### src/rtl/qr_skew_ctrl.sv
// Output deskew and frame control for a triangular QR systolic array.
// Optional frame counter output enabled by defining QR_SKEW_FRAME_CNT_EN.
module qr_skew_ctrl #(
    parameter int N_COL       = 4,
    parameter int DW          = 13,
    parameter int VALID_START = 3
) (
    input  logic                  clk,
    input  logic                  reset,
    input  logic                  start,
    input  logic                  last_in,
    input  logic [N_COL*DW-1:0]   col_data_in,
    output logic [N_COL-1:0]      first_out,
    output logic [N_COL*DW-1:0]   data_out,
    output logic                  valid_out,
    output logic                  finish_out,
    output logic                  busy
`ifdef QR_SKEW_FRAME_CNT_EN
    ,
    output logic [7:0]            frame_cnt
`endif
);

    localparam int CNT_MAX = 2 * N_COL + 4;
    localparam int CW      = $clog2(2 * N_COL + 5);
    localparam int VLAT    = 2 * (N_COL - 1) + 1;

    typedef enum logic [1:0] {IDLE, RUN, DRAIN, DONE} state_e;

    state_e          state_q, state_d;
    logic [CW-1:0]   cnt_q, cnt_d, cnt_inc;
    logic [VLAT-1:0] vsr_q;
    logic            raw_valid;

    assign cnt_inc   = (cnt_q == CW'(CNT_MAX)) ? cnt_q : cnt_q + 1'b1;
    assign raw_valid = (state_q == RUN) && (int'(cnt_q) >= VALID_START) && !last_in;

    // NOTE: every signal written here gets a default first, so no path leaves it unassigned and no latch is inferred.
    always_comb begin
        state_d = state_q;
        cnt_d   = cnt_q;
        unique case (state_q)
            IDLE, DONE: begin
                if (start) begin
                    state_d = RUN;
                    cnt_d   = '0;
                end
            end
            RUN: begin
                cnt_d = cnt_inc;
                if (last_in) state_d = DRAIN;
            end
            DRAIN: begin
                cnt_d = cnt_inc;
                if (vsr_q == '0) state_d = DONE;
            end
            default: state_d = IDLE;
        endcase
    end

    // NOTE: state is updated with non-blocking assignments so all registers sample pre-edge values.
    always_ff @(posedge clk) begin
        if (reset) begin
            state_q <= IDLE;
            cnt_q   <= '0;
            vsr_q   <= '0;
        end else begin
            state_q <= state_d;
            cnt_q   <= cnt_d;
            vsr_q   <= {vsr_q[VLAT-2:0], raw_valid};
        end
    end

    always_comb begin
        first_out = '0;
        for (int k = 0; k < N_COL; k++) begin
            first_out[k] = (state_q == RUN) && (int'(cnt_q) <= 2 * k + 1);
        end
    end

    assign valid_out  = vsr_q[VLAT-1];
    assign finish_out = (state_q == DONE);
    assign busy       = (state_q == RUN) || (state_q == DRAIN);

    // Lane k waits 2*(N_COL-1-k) cycles so every column lines up with lane 0.
    for (genvar k = 0; k < N_COL; k++) begin : g_lane
        localparam int D = 2 * (N_COL - 1 - k);
        logic [DW-1:0] out_q;

        if (D == 0) begin : g_direct
            always_ff @(posedge clk) begin
                if (reset) out_q <= '0;
                else       out_q <= col_data_in[k*DW +: DW];
            end
        end else begin : g_sr
            logic [DW-1:0] sr_q [D];

            // NOTE: the delay-line storage is reset too, so an abandoned frame leaves no data behind.
            always_ff @(posedge clk) begin
                if (reset) begin
                    for (int i = 0; i < D; i++) sr_q[i] <= '0;
                    out_q <= '0;
                end else begin
                    sr_q[0] <= col_data_in[k*DW +: DW];
                    for (int i = 1; i < D; i++) sr_q[i] <= sr_q[i-1];
                    out_q <= sr_q[D-1];
                end
            end
        end

        assign data_out[k*DW +: DW] = out_q;
    end

`ifdef QR_SKEW_FRAME_CNT_EN
    logic [7:0] frame_cnt_q;

    always_ff @(posedge clk) begin
        if (reset)                                     frame_cnt_q <= '0;
        else if (state_q == DRAIN && state_d == DONE)  frame_cnt_q <= frame_cnt_q + 8'd1;
    end

    assign frame_cnt = frame_cnt_q;
`endif

endmodule
### config.mk
export PLATFORM = sky130hd
export DESIGN_NAME = qr_skew_ctrl
export DESIGN_NICKNAME = d
export VERILOG_FILES = /design/src/rtl/qr_skew_ctrl.sv
export SDC_FILE = /design/constraint.sdc
export NUM_CORES = 1
export LEC_CHECK = 0
export BUFFER_PORTS_ARGS = -buffer_cell sky130_fd_sc_hd__buf_2
export CAP_MARGIN = 20
export CORE_ASPECT_RATIO = 1.5
export CORE_MARGIN = 8
export CORE_UTILIZATION = 35
export DETAILED_ROUTE_END_ITERATION = 6
export GPL_TIMING_DRIVEN = 0
export PLACE_DENSITY = 0.66
export SLEW_MARGIN = 20
export SYNTH_ARGS = -nofsm -noshare
export SYNTH_HDL_FRONTEND = slang
export SYNTH_SLANG_ARGS = --single-unit
export TNS_END_PERCENT = 50
### constraint.sdc
create_clock -name clk -period 1.8 [get_ports clk]
set_input_delay 0.09 -clock clk [delete_from_list [all_inputs] [get_ports clk]]
set_output_delay 0.09 -clock clk [all_outputs]
set_load 0.05 [all_outputs]
---- Word level (Yosys, flattened, before mapping) ----
Memory sizes are Yosys's and may differ from the RTL's. A register that Yosys moved wholly into a read port is not among the register bits.
Index checks and enable logic that the tools add are counted.
W data, S select, Z words.
operators by class
  reductions and logical operators ........ 14
  add/subtract/negate cells ............... 1
  $mul .................................... 0
  eq/ne operators ......................... 8
  magnitude comparators ................... 5
  div/mod/pow operators ................... 0
  bitwise operators ....................... 12
  shift-type cells ........................ 0
  muxes and demuxes ....................... 22
operators with widths
  kind                   number
  $mux W13               12
  $or A1 B1 Y1           12
  $le A4 B3 Y1 const B   2
  $mux W4                2
  $ne A2 B2 Y1 const B   4
  $pmux W4 S2            1
  $logic_not A7 Y1       1
  $logic_and A1 B1 Y1    6
  $mux W2                3
  $pmux W2 S3            1
  $add A4 B1 Y4 const B  1
  $eq A2 B2 Y1 const B   2
  $eq A4 B4 Y1 const B   1
  $ge A4 B2 Y1 const B   1
  $le A4 B1 Y1 const B   1
  $le A4 B2 Y1 const B   1
  $reduce_or A2 Y1       2
  $mux W1                3
  $reduce_and A3 Y1      1
  $eq A2 B1 Y1 const B   1
  $logic_not A2 Y1       1
  $reduce_and A2 Y1      1
  $logic_not A1 Y1       1
  $logic_or A1 B1 Y1     1
storage, ports and cells
  memory bits (writable) .................. 156
  bits in latches ......................... 0
  bits of input ports ..................... 56
  memories ................................ 3
  bits in read-only memories .............. 0
  flip-flop bits (word level) ............. 26
  word-level logic and storage cells ...... 69
  output and inout bits ................... 59
memory list
  name                 words  width  read ports  clocked after Yosys merged registers in  write ports  RTL line  source
  g_lane[0].g_sr.sr_q  6      13     6           1                                        6            96        logic [DW-1:0] sr_q [D];
  g_lane[1].g_sr.sr_q  4      13     4           1                                        4            96
  g_lane[2].g_sr.sr_q  2      13     2           1                                        2            96

---- Longest topological paths before layout ----
  depth in word-level cells ............... 4
  gate-level depth with buffers ........... 5
  gate-level depth less buffers ........... 5

---- Worst setup path after synthesis ----
OpenSTA, ideal clock, no wires.
  path kind ............................... register to output
  from .................................... register cnt_q[0]
  to ...................................... output first_out[0]
  setup slack ............................. 0.034 ns
  cell stages (with the launch flop) ...... 5
  arrival ................................. 1.676 ns
  required time ........................... 1.710 ns
  buffers on the path ..................... 0
  cell sequence ........................... dfxtp_1 > inv_1 > ha_1 > nor2_1 > nor3_1
between the ends
  word-level cells in the longest chain between the ends .. 2
ends and longest elaborated chain
  element                   RTL line  source
  start: declaration        31        logic [CW-1:0] cnt_q, cnt_d, cnt_inc;
  start signal: assignment  69        cnt_q <= cnt_d;
  $le A4 B1 Y1              77        first_out[k] = (state_q == RUN) && (int'(cnt_q) <= 2 * k + 1);
  $logic_and A1 B1 Y1       77
  end: declaration          13        output logic [N_COL-1:0] first_out,
Every way passes these cells.

---- Worst setup path in the final report ----
  from .................................... register state_q[0]
  to ...................................... register state_q[0]
between the ends
  word-level cells in the longest chain between the ends .. 4
  elaborated cells on any way between the ends .. 10
  classes of those cells .................. 6 x eq/ne; 1 x mux; 3 x reduce/logical
ends and longest elaborated chain
  element                                                  RTL line  source
  start: declaration                                       30        state_e state_q, state_d;
  start signal: assignment                                 68        state_q <= state_d;
  $eq A2 B2 Y1 / $logic_not A2 Y1 (equally long branches)  42        unique case (state_q)
  $reduce_or A2 Y1                                         42
  $ne A2 B2 Y1 (no line)                                   --
  $reduce_and A3 Y1 (no line)                              --
Several ways; a longest one is shown, not always the timed one.
A chain may end at the register's enable or synchronous reset.

==> run metrics <==
critical-path cell list=inv_1, ha_2, nor2b_1, nor4_2, mux2_2; IR Drop Worst-Case VDD=0.898 mV; CORE AREA=0.0173 sq mm; final hold vios=0; DRT antenna net count=0; global placement routability congestion=0.740; Worst path max stage delay=0.37 ns; DRC violations left=0; fraction of layout instances using a drive strength above 1=21.3%; clock tree sinks=221; top cell type by total area after synthesis=sky130_fd_sc_hd__dfxtp_1; kind of start point of the critical path=register; number of vias in the routed layout=3717; antenna violations before repair=0; mean area per synthesized cell=12.2 sq um; Worst Slack Setup Final=0.114 ns; WL/cell=11.9 um; Critical Path End Type=register; pin count of the biggest net entering global routing=17; most repeated cell in the gate-level netlist after synthesis=sky130_fd_sc_hd__dfxtp_1; min-delay worst type=in2reg; Crit Path Class=reg2reg; Crit path required time=2.16 ns; post-synth cell types=24; largest buffer count on any clock path=3; wire length of the first global-routing pass=18500 um; flip-flop cell with the highest count after synthesis=sky130_fd_sc_hd__dfxtp_1; top-area cell type share of the netlist area=71.5%; cell area after synthesis=0.00619 sq mm; die outline area=0.0223 sq mm; main combinational cell family by area after synthesis=simple AND/OR/NAND/NOR gates; DRT Pass-1 Iters=4; ant diodes=0; width of the die=125 um; shortest period the worst path allows=1.69 ns; Skew-Pair Late Insertion Delay=0.47 ns; pre-CTS WS=-0.000511 ns; simple-gate area share of the yosys netlist=23.2%; unrepaired setup endpoints after global routing=yes; Adder-Cell Fraction of Synth Area=1.62%; syn nets=572; Hold Worst Slack=0.0384 ns; Die Ht=179 um; outcome=finished, final reports clean; Pwr per Cell Area=1270 mW/mm^2; Yosys Warn Count=0; setup TNS=0 ns; combined area of the multi-input logic cells=0.00165 sq mm; number of DRC violations after detailed-routing iteration 0=136; total number of H-tree levels=1; Clock Root Buffer=sky130_fd_sc_hd__clkbuf_16; placement row count=59; fmax=593 MHz; share of the yosys chip area belonging to registers=71.5%; number of synthesized register bits=221; final count of pins violating max slew=0; Max Cap Viol=0; area fraction in compound gates after synthesis=1.52%; Layout Cell Area excl Fill=0.00823 sq mm; top cells by count, synth=sky130_fd_sc_hd__dfxtp_1, sky130_fd_sc_hd__nor2b_1, sky130_fd_sc_hd__clkbuf_1; count of flip-flops with a built-in enable after synthesis=0; starting utilization of the core area=35.7%; CTS tree=built; Area contributors post-synth=sky130_fd_sc_hd__dfxtp_1, sky130_fd_sc_hd__nor2b_1, sky130_fd_sc_hd__ha_1, sky130_fd_sc_hd__clkbuf_1, sky130_fd_sc_hd__inv_1; total area of sequential cells=0.00443 sq mm; number of nets in the finished design=762; xor/xnor cell area share of the yosys netlist=0%; final period utilization=93.7%; final-layout fill cell count=1556; area delta synth->final=33.0%; worst slew margin relative to its limit=58.5%; Worst Clk Skew=0.0105 ns; placed wire-length estimate after detailed placement=7800 um; CTS clk-pin slew, worst paths=0.07 ns; number of setup violations in the final report=0; worst-margin pin slew=0.622 ns; vias in the first global route=3921; endpoint arrival time on the critical path=2.05 ns; crit path max fanout=7; slowest cell on the critical path=sky130_fd_sc_hd__mux2_2; share of synthesized flip-flops with an asynchronous set or reset=0%; global-route usage over all layers=9.91%; number of clock buffers inserted by TritonCTS=21; number of port buffers=113; multiplexer share of the synthesized area=0.182%; number of standard cells after synthesis=508; Detailed Route WL=11000 um; total I/O pin count=115; placed cell area=0.00702 sq mm; LEAKAGE=0.00354 uW; remaining global-route overflow=0; Via-to-Cell Ratio=4.02
## sequential cells by signal, summed over array words and instances, names as in the netlist
name,count
vsr_q,7
cnt_q,4
g_lane.g_sr.sr_q,156
g_lane.out_q,52
state_q,2
## power by group
group | internal, uW | total (uW) | switching (uW)
logic | 453 | 1210 | 758
registers | 5070 | 5150 | 72.8
clock network | 2390 | 4080 | 1700
## worst max-delay path, delay by kind of cell, from the launching register on
| kind | cells | cell delay (ns) |
|---|---|---|
| flip-flops | 1 | 0.36 |
| AND/OR/NAND/NOR | 2 | 0.45 |
| multiplexers | 1 | 0.37 |
| adder cells (fa/ha/maj) | 1 | 0.32 |
| buffers and inverters | 1 | 0.06 |
## repair_timing
action                                  CTS  global route
setup buffers                             0             0
resized for setup                         1             6
hold buffers                             54             0
hold endpoints to repair                 55             0
endpoints found under the setup margin    2             4
## metrics by stage
| stage | std cells | power (uW) | utilization [%] |
|---|---|---|---|
| global route | 925 | 10900 | 47.4 |
| detailed placement | 834 | 6340 | 40.5 |
| global placement | 834 | 6280 | 40.5 |
| finish | 925 | 10400 | 47.4 |
| CTS | 925 | 10500 | 47.4 |
| floorplan | 508 | 6040 | - |
## cells by family after synthesis
family | after synthesis
simple gates | 231
flops | 221
buf+inv | 33
compound gates | 14
fa+ha+maj | 8
mux | 1
## cell type report
| cell class | instances | share of cell area, % |
|---|---|---|
| flip-flops and latches | 221 | 53.8 |
| plain buffers | 25 | 1.14 |
| clock buffers | 27 | 6.90 |
| inverters | 8 | 0.365 |
| multi-input cells | 254 | 20.0 |
| repair buffers | 167 | 13.5 |
| clock inverters | 10 | 1.03 |
| well taps | 213 | 3.24 |
## routing by layer
layer,global-route usage [%],wire (um)
met2,18.4,5670
met3,3.14,755
met1,10.2,4390
met5,0,0
met4,3.53,223
## final timing paths
path,from,to,slack (ns),cells after the start
worst min register to register,g_lane[1].g_sr.sr_q[3][3],g_lane[1].out_q[3],0.43,1
worst max-delay path,state_q[0],state_q[0],0.11,5
worst min-delay path,reset,g_lane[0].out_q[0],0.04,2
worst max register to register,state_q[0],state_q[0],0.11,5
## placed cells by master (no fill, tap or decap), types with 2 or more instances in the layout
| cell type | netlist | layout |
|---|---|---|
| sky130_fd_sc_hd__clkbuf_1 | 25 | 29 |
| sky130_fd_sc_hd__o21ai_0 | 2 | 2 |
| sky130_fd_sc_hd__dfxtp_2 | 0 | 2 |
| sky130_fd_sc_hd__clkinv_2 | 0 | 6 |
| sky130_fd_sc_hd__clkbuf_16 | 0 | 21 |
| sky130_fd_sc_hd__buf_2 | 0 | 111 |
| sky130_fd_sc_hd__nor2b_1 | 215 | 215 |
| sky130_fd_sc_hd__a21oi_1 | 5 | 5 |
| sky130_fd_sc_hd__clkbuf_8 | 0 | 2 |
| sky130_fd_sc_hd__dlygate4sd3_1 | 0 | 54 |
| sky130_fd_sc_hd__ha_1 | 8 | 7 |
| sky130_fd_sc_hd__dfxtp_1 | 221 | 219 |
| sky130_fd_sc_hd__inv_1 | 8 | 8 |
| sky130_fd_sc_hd__nor2_1 | 4 | 4 |
| sky130_fd_sc_hd__nand2_1 | 3 | 3 |
| sky130_fd_sc_hd__nor3_1 | 3 | 3 |
Note: power is estimated with default switching activity, not from simulation.
